## src/rtl/hilo_div.sv

```systemverilog
// hilo_div: HI/LO register pair with an attached iterative restoring divider.
//
// HI and LO are independent WIDTH-bit registers, each with its own write
// enable. The divider takes WIDTH cycles of CALC, one restoring quotient bit
// per cycle on operand magnitudes. It then spends one FINISH cycle, in which
// it writes HI=remainder and LO=quotient and pulses div_done.
//
// Ports:
//   clk          rising-edge clock
//   rst          asynchronous active-high reset
//   we_hi/whi    HI architectural write enable / data
//   we_lo/wlo    LO architectural write enable / data
//   rhi/rlo      HI/LO read data
//   div_start    start a division (sampled only in IDLE)
//   div_signed   1 = two's-complement, 0 = unsigned (sampled with div_start)
//   div_dividend dividend (sampled with div_start)
//   div_divisor  divisor (sampled with div_start)
//   div_cancel   abort the division in progress (also blocks a start in IDLE)
//   div_busy     high in CALC and FINISH
//   div_done     one-cycle pulse when the result is written to HI/LO
//
// Build option: define HILO_FWD_EN for combinational read bypass. When it is
// defined, rhi/rlo show this cycle's write data or the divider result. When it
// is undefined, rhi/rlo are the register outputs only.
module hilo_div #(
  parameter int WIDTH = 32
) (
  input  logic             clk,
  input  logic             rst,
  input  logic             we_hi,
  input  logic             we_lo,
  input  logic [WIDTH-1:0] whi,
  input  logic [WIDTH-1:0] wlo,
  output logic [WIDTH-1:0] rhi,
  output logic [WIDTH-1:0] rlo,
  input  logic             div_start,
  input  logic             div_signed,
  input  logic [WIDTH-1:0] div_dividend,
  input  logic [WIDTH-1:0] div_divisor,
  input  logic             div_cancel,
  output logic             div_busy,
  output logic             div_done
);

  localparam logic [1:0] S_IDLE   = 2'd0;
  localparam logic [1:0] S_CALC   = 2'd1;
  localparam logic [1:0] S_FINISH = 2'd2;

  localparam int CW = $clog2(WIDTH + 1);
  localparam logic [CW-1:0] LAST_ITER = CW'(WIDTH - 1);

  logic [1:0]       state_q, state_d;
  logic [CW-1:0]    cnt_q, cnt_d;
  logic [WIDTH-1:0] hi_q, hi_d;
  logic [WIDTH-1:0] lo_q, lo_d;
  logic [WIDTH-1:0] rem_q, rem_d;   // partial remainder magnitude
  logic [WIDTH-1:0] quo_q, quo_d;   // dividend bits shift out, quotient bits shift in
  logic [WIDTH-1:0] dsr_q, dsr_d;   // divisor magnitude
  logic             qneg_q, qneg_d; // quotient must be negated
  logic             rneg_q, rneg_d; // remainder must be negated
  logic             dz_q, dz_d;     // divisor was zero

  // Operand sign and magnitude, as seen at the start edge.
  logic             dvd_neg, dsr_neg;
  logic [WIDTH-1:0] dvd_mag, dsr_mag;

  assign dvd_neg = div_signed & div_dividend[WIDTH-1];
  assign dsr_neg = div_signed & div_divisor[WIDTH-1];
  assign dvd_mag = dvd_neg ? -div_dividend : div_dividend;
  assign dsr_mag = dsr_neg ? -div_divisor : div_divisor;

  // One restoring step. The remainder is always below the divisor, so the
  // trial value fits in WIDTH+1 bits and the top bit of diff is the borrow.
  logic [WIDTH:0] trial, diff;
  assign trial = {rem_q, quo_q[WIDTH-1]};
  assign diff  = trial - {1'b0, dsr_q};

  // Final sign fix-up. A zero divisor leaves the remainder equal to the
  // dividend magnitude, so the sign fix-up restores the dividend in HI. Only
  // LO needs the all-ones override, because the signed fix-up would otherwise
  // negate it.
  logic [WIDTH-1:0] rem_res, quo_res, lo_res;
  assign rem_res = rneg_q ? -rem_q : rem_q;
  assign quo_res = qneg_q ? -quo_q : quo_q;
  assign lo_res  = dz_q ? '1 : quo_res;

  logic commit;
  assign commit = (state_q == S_FINISH) && !div_cancel;

  always_comb begin
    state_d = state_q;
    cnt_d   = cnt_q;
    rem_d   = rem_q;
    quo_d   = quo_q;
    dsr_d   = dsr_q;
    qneg_d  = qneg_q;
    rneg_d  = rneg_q;
    dz_d    = dz_q;
    case (state_q)
      S_IDLE: begin
        if (div_start && !div_cancel) begin
          state_d = S_CALC;
          cnt_d   = '0;
          rem_d   = '0;
          quo_d   = dvd_mag;
          dsr_d   = dsr_mag;
          qneg_d  = dvd_neg ^ dsr_neg;
          rneg_d  = dvd_neg;
          dz_d    = (div_divisor == '0);
        end
      end
      S_CALC: begin
        if (div_cancel) begin
          state_d = S_IDLE;
          cnt_d   = '0;
        end else begin
          if (!diff[WIDTH]) begin
            rem_d = diff[WIDTH-1:0];
            quo_d = {quo_q[WIDTH-2:0], 1'b1};
          end else begin
            rem_d = trial[WIDTH-1:0];
            quo_d = {quo_q[WIDTH-2:0], 1'b0};
          end
          if (cnt_q == LAST_ITER) begin
            state_d = S_FINISH;
            cnt_d   = '0;
          end else begin
            cnt_d = cnt_q + CW'(1);
          end
        end
      end
      S_FINISH: begin
        state_d = S_IDLE;
      end
      default: begin
        state_d = S_IDLE;
        cnt_d   = '0;
      end
    endcase
  end

  // Architectural writes override the divider result half by half.
  always_comb begin
    hi_d = hi_q;
    lo_d = lo_q;
    if (we_hi)       hi_d = whi;
    else if (commit) hi_d = rem_res;
    if (we_lo)       lo_d = wlo;
    else if (commit) lo_d = lo_res;
  end

  always_ff @(posedge clk or posedge rst) begin
    if (rst) begin
      state_q <= S_IDLE;
      cnt_q   <= '0;
      hi_q    <= '0;
      lo_q    <= '0;
      rem_q   <= '0;
      quo_q   <= '0;
      dsr_q   <= '0;
      qneg_q  <= 1'b0;
      rneg_q  <= 1'b0;
      dz_q    <= 1'b0;
    end else begin
      state_q <= state_d;
      cnt_q   <= cnt_d;
      hi_q    <= hi_d;
      lo_q    <= lo_d;
      rem_q   <= rem_d;
      quo_q   <= quo_d;
      dsr_q   <= dsr_d;
      qneg_q  <= qneg_d;
      rneg_q  <= rneg_d;
      dz_q    <= dz_d;
    end
  end

  assign div_busy = (state_q != S_IDLE);
  assign div_done = commit;

`ifdef HILO_FWD_EN
  // The next-state values already encode write-over-divider priority.
  assign rhi = hi_d;
  assign rlo = lo_d;
`else
  assign rhi = hi_q;
  assign rlo = lo_q;
`endif

endmodule

```

## config.mk

```make
export PLATFORM = sky130hd
export DESIGN_NAME = hilo_div
export DESIGN_NICKNAME = d
export VERILOG_FILES = /design/src/rtl/hilo_div.sv
export SDC_FILE = /design/constraint.sdc
export NUM_CORES = 1
export LEC_CHECK = 0
export BUFFER_PORTS_ARGS = -buffer_cell sky130_fd_sc_hd__buf_2
export CELL_PAD_IN_SITES_DETAIL_PLACEMENT = 0
export CELL_PAD_IN_SITES_GLOBAL_PLACEMENT = 1
export CORE_ASPECT_RATIO = 1.1
export CORE_MARGIN = 2
export CORE_UTILIZATION = 43
export DETAILED_ROUTE_END_ITERATION = 8
export GPL_TIMING_DRIVEN = 0
export PLACE_DENSITY_LB_ADDON = 0.05
export SYNTH_ARGS = -nofsm -noshare
export SYNTH_HDL_FRONTEND = slang
export SYNTH_SLANG_ARGS = --single-unit
```

## constraint.sdc

```tcl
create_clock -name clk -period 7.8 [get_ports clk]
set_input_delay 1.56 -clock clk [delete_from_list [all_inputs] [get_ports clk]]
set_output_delay 1.56 -clock clk [all_outputs]
set_load 0.01 [all_outputs]
```

# Yosys cells after proc, flatten, opt, wreduce, memory -nomap -nowiden
# Index checks and enable logic that the tools add are counted.
[word_totals]
regBits = 171
inputBits = 135
output_inout_bits = 66
[classes]
n_bitwise = 4
eq_ne = 6
reduce_logical = 13
mux = 25
n_addsub = 6
[ops]
columns = ["op", "n"]
rows = [
  ["32-bit 2-to-1 mux", 14],
  ["32-bit negation", 4],
  ["32-bit one-hot mux with 2 select lines", 2],
  ["33-bit by 32-bit subtractor with 33-bit output", 1],
  ["32-bit zero test", 1],
  ["6-bit 2-to-1 mux", 3],
  ["6-bit one-hot mux with 3 select lines", 1],
  ["2-bit nonzero test", 4],
  ["6-bit by 1-bit adder with 6-bit output, second input constant", 1],
  ["6-bit by 5-bit == test with 1-bit output, second input constant", 1],
  ["2-bit 2-to-1 mux", 3],
  ["2-bit AND reduction", 3],
  ["2-bit inequality test, second input constant", 2],
  ["2-bit one-hot mux with 2 select lines", 1],
  ["3-bit inequality test, second input constant", 1],
  ["3-bit AND reduction", 1],
  ["1-bit bitwise AND", 2],
  ["2-bit by 1-bit == test with 1-bit output, second input constant", 1],
  ["2-bit == test, second input constant", 1],
  ["1-bit logical AND", 2],
  ["2-bit zero test", 1],
  ["1-bit zero test", 1],
  ["1-bit 2-to-1 mux", 1],
  ["1-bit inverter", 1],
  ["1-bit XOR", 1],
]

# Depth between registers and ports, before layout
[logic_depth]
ltp_word = 5
depth_mapped = 14
ltp_nobuf = 12

# Worst setup path before layout
# OpenSTA, ideal clock, no wires.
[synth_path]
path_type = "input to register"
startpoint = "input div_dividend[10]"
endpoint = "register quo_q[27]"
setup_time_ns = 0.129
t_arrival_ns = 3.794
slack_ns = 3.877
stages = 9
path_buffers = 0
path_cell_list = "or4_4 -> or3_4 -> or4b_4 -> or3_4 -> o21ai_2 -> xor2_1 -> nor2_1 -> a21oi_2 -> o21ai_1"
[synth_between]
elab_chain_cells = 4
[synth_lines]
columns = ["element", "line_no", "source"]
rows = [
  ["from (decl)", "38", "input logic [WIDTH-1:0] div_dividend,"],
  ["32-bit negation", "69", "assign dvd_mag = dvd_neg ? -div_dividend : div_dividend;"],
  ["32-bit 2-to-1 mux", "69", ""],
  ["32-bit 2-to-1 mux", "101", "if (div_start && !div_cancel) begin"],
  ["32-bit one-hot mux with 2 select lines", "99", "case (state_q)"],
  ["to (signal assigned)", "170", "quo_q <= quo_d;"],
  ["to (decl)", "57", "logic [WIDTH-1:0] quo_q, quo_d;"],
]
# Every way passes these cells. The select of a mux whose other input is x is not followed.
# A chain may end at the register's enable or synchronous reset.

# Worst setup path after layout
[layout_path]
startpoint = "input div_cancel"
endpoint = "output div_done"
[layout_between]
elab_chain_cells = 2
[layout_lines]
columns = ["element", "line_no", "source"]
rows = [
  ["from (decl)", "40", "input logic div_cancel,"],
  ["1-bit zero test", "88", "assign commit = (state_q == S_FINISH) && !div_cancel;"],
  ["1-bit logical AND", "88", ""],
  ["to (decl)", "42", "output logic div_done"],
]
# Every way passes these cells.

==> run_results.csv <==
group,metric,value,unit
timing,hold_viol,0,
yosys,yosysWarnings,0,
drt,drc,0,
floorplanning,num_rows,63,
yosys,synth_largest_area_cell,"dfrtp_1",
power_and_ir_drop,ir_worst_vdd,164.3,uV
timing,tightest_slew,0.7396,ns
clocking,post-cts-setup-buffer-count,0,
placed_design,port_buffers,198,
yosys,async_reset_ff_share,100.0,%
yosys,synth_xor_area_share,10.70,%
yosys,synthAdderAreaFrac,4.156,%
grt,antenna_found_initial,0,
floorplanning,core-area,26800,sq um
timing,rsz0062_at_grt,"false",
yosys,synth_top_family_by_area,"compound AO/OA/AOI/OAI gates",
clocking,clk_latency,0.44,ns
clocking,clock_sinks,171,
timing,final.setup_skew,0.009275,ns
timing,setup_viol,0,
finish,final_common_cell,"nand2_1",
finish,n_antenna_cell,0,
timing,drv_slew,0,
clocking,numCtsBuffers,17,
drt,post_drt_wl_per_cell,17.16,um
yosys,synth.area.top_cells,"dfrtp_1 37%, o21ai_0 8.5%, nand2_1 7.1%",
worst_setup_path,crit_type,"input pin to primary output",
drt,drt_pass1_iterations,5,
drt,viasPerCell,5.401,
placed_design,hpwl,27190,um
grt,grt-ovfl-total,0,
grt,grt_max_degree,119,
worst_setup_path,critPathMaxFanout,10,
worst_hold_path,min_path_type,"register to register",
placed_design,gp_congestion,0.8641,
timing,relSlewSlack,50.24,%
run_status,run_status,"complete, no violations",
floorplanning,die_w,160.7,um
floorplanning,dieArea,28360,sq um
floorplanning,die-height,176.4,um
finish,fin_nets,1814,
drt,first_iter_violations,720,
yosys,synth_seq_area_share,36.83,%
power_and_ir_drop,p_per_area,321.8,nW/um^2
finish,final_cell_mix,"221 x nand2_1, 202 x buf_2, 198 x o21ai_0",
placed_design,place_inst,1979,
drt,final_antenna_net_count,0,
clocking,cts.path.max_buffers,2,
job,drv_cap,0,
yosys,ys_ff_latch,171,
power_and_ir_drop,p_leak,6.172,nW
floorplanning,io_pins,201,
yosys,synth_simple_gate_area_share,17.77,%
finish,drive_above_1_share,15.66,%
grt,track_usage,24.77,%
yosys,avgSynthCellArea,8.166,sq um
timing,finalCritPeriodShare,59.26,%
yosys,synth.area.mux_share,3.026,%
timing,fmax,0.2163,GHz
yosys,synth_cells,1423,
yosys,synth-compound-area-share,22.99,%
floorplanning,initial_core_util,43.36,%
yosys,ys.flop_type,"dfrtp_1",
worst_setup_path,endpoint_kind,"primary output",
clocking,cts_htree_levels,4,
drt,vias,10862,
yosys,syn-cell-area,11620,sq um
drt,wl,34510,um
clocking,cts_tree,"built",
clocking,clk_pin_slew,0.07,ns
grt,grt_pass1_vias,10444,
finish,fin_cells,2011,
power_and_ir_drop,p_total,4.394,mW
worst_setup_path,cp.required,6.24,ns
yosys,yosys.cell_types.count,70,
grt,grt_pass1_wl,56330,um
worst_setup_path,cp_data_arrival_time,3.06,ns
worst_setup_path,crit_path_start_kind,"input pin",
yosys,synth_top_area_share,36.83,%
finish,area_delta_synth_final,17.51,%
clocking,cts-root-buf,"clkbuf_16",
clocking,cts_resized,0,
yosys,synth_edf_count,0,
clocking,hold_buffers,0,
timing,period_minus_slack,4.623,ns
yosys,syn-num-nets,1596,
[cell type report]
type                    instances  area [sq um]
fillers                      2734         13150
flip-flops and latches        171          4279
clock buffers                  20         446.7
inverters                      50         195.2
plain buffers                  83         339.1
multi-input cells            1119          6814
repair buffers                199          1018
well taps                     357         446.7
clock inverters                12         115.1
[state kept, by name (all words and copies together), names as in the netlist, 2 cells and up]
register,cells
cnt_q,6
dsr_q,32
quo_q,32
rem_q,32
rhi,32
rlo,32
state_q,2
[power breakdown]
group	leakage [nW]	internal, mW	switching (mW)	total, mW
sequential	2.15	1.07	0.288	1.36
clock	0.256	0.451	0.381	0.833
combinational	3.76	0.961	1.24	2.20
total	6.17	2.49	1.91	4.39
[cells by family after synthesis]
family | after synthesis
compound gates | 452
simple gates | 452
flops | 171
xor+xnor | 142
buf+inv | 133
fa+ha+maj | 38
mux | 35
[through the flow]
stage | TNS, ns | area (sq um) | util (%) | worst slack [ns] | hold WS, ns
after floorplan | 0 | 11620 | - | 1.608 | 0.4498
after global placement | -101.56 | 13060 | 48.72 | -0.6202 | 0.4623
final | 0 | 13650 | 50.95 | 3.177 | 0.4799
after detailed placement | 0 | 13090 | 48.85 | 3.176 | 0.4722
after CTS | 0 | 13650 | 50.95 | 3.173 | 0.4874
after global routing | 0 | 13650 | 50.95 | 3.027 | 0.5062
[worst max-delay path: stages]
cell      delay [ns]
buf_2           0.12
nor2_1          0.09
nand2_1         0.32
inv_2           0.36
clkbuf_1        0.37
buf_2           0.23
[Yosys cell counts, drive strengths merged (2+ instances only)]
| cell type | count |
|---|---|
| or3 | 11 |
| nor2 | 93 |
| a32oi | 2 |
| nor2b | 6 |
| o31ai | 37 |
| o22ai | 27 |
| or4 | 13 |
| mux2i | 34 |
| and4 | 2 |
| dfrtp | 171 |
| a31oi | 15 |
| a31o | 2 |
| o41ai | 20 |
| and2 | 6 |
| nand3 | 18 |
| a311o | 2 |
| a21boi | 3 |
| or2 | 7 |
| o311ai | 4 |
| nor3b | 4 |
| buf | 15 |
| or4b | 2 |
| o211ai | 8 |
| xor2 | 72 |
| inv | 50 |
| o21a | 6 |
| a21o | 16 |
| nor4 | 12 |
| o21ai | 204 |
| nand2b | 16 |
| a211o | 3 |
| nor3 | 21 |
| ha | 37 |
| xnor2 | 70 |
| and3 | 7 |
| nand4 | 9 |
| a21oi | 94 |
| nand2 | 221 |
| clkbuf | 68 |
[metal layers]
metal  vias to the layer above  global-route usage, %  routed length (um)
met3                        22                  3.899                1798
li1                       5489                      -                   -
met4                         0                  5.246                 303
met1                      5081                  37.89               17890
met2                       270                  36.93               14520
met5                         -                      0                   0
[worst paths after layout]
check | start | endpoint | slack (ns) | cells after the start
max | div_cancel | div_done | 3.18 | 6
min | dsr_q[14] | dsr_q[14] | 0.48 | 2
max reg2reg | rem_q[0] | rem_q[4] | 4.23 | 13
min reg2reg | dsr_q[14] | dsr_q[14] | 0.48 | 2
max in group asynchronous | rst | rhi[20] | 5.71 | 3
min in group asynchronous | rst | cnt_q[1] | 1.12 | 2
No activity file was read; power rests on OpenSTA's default activity.
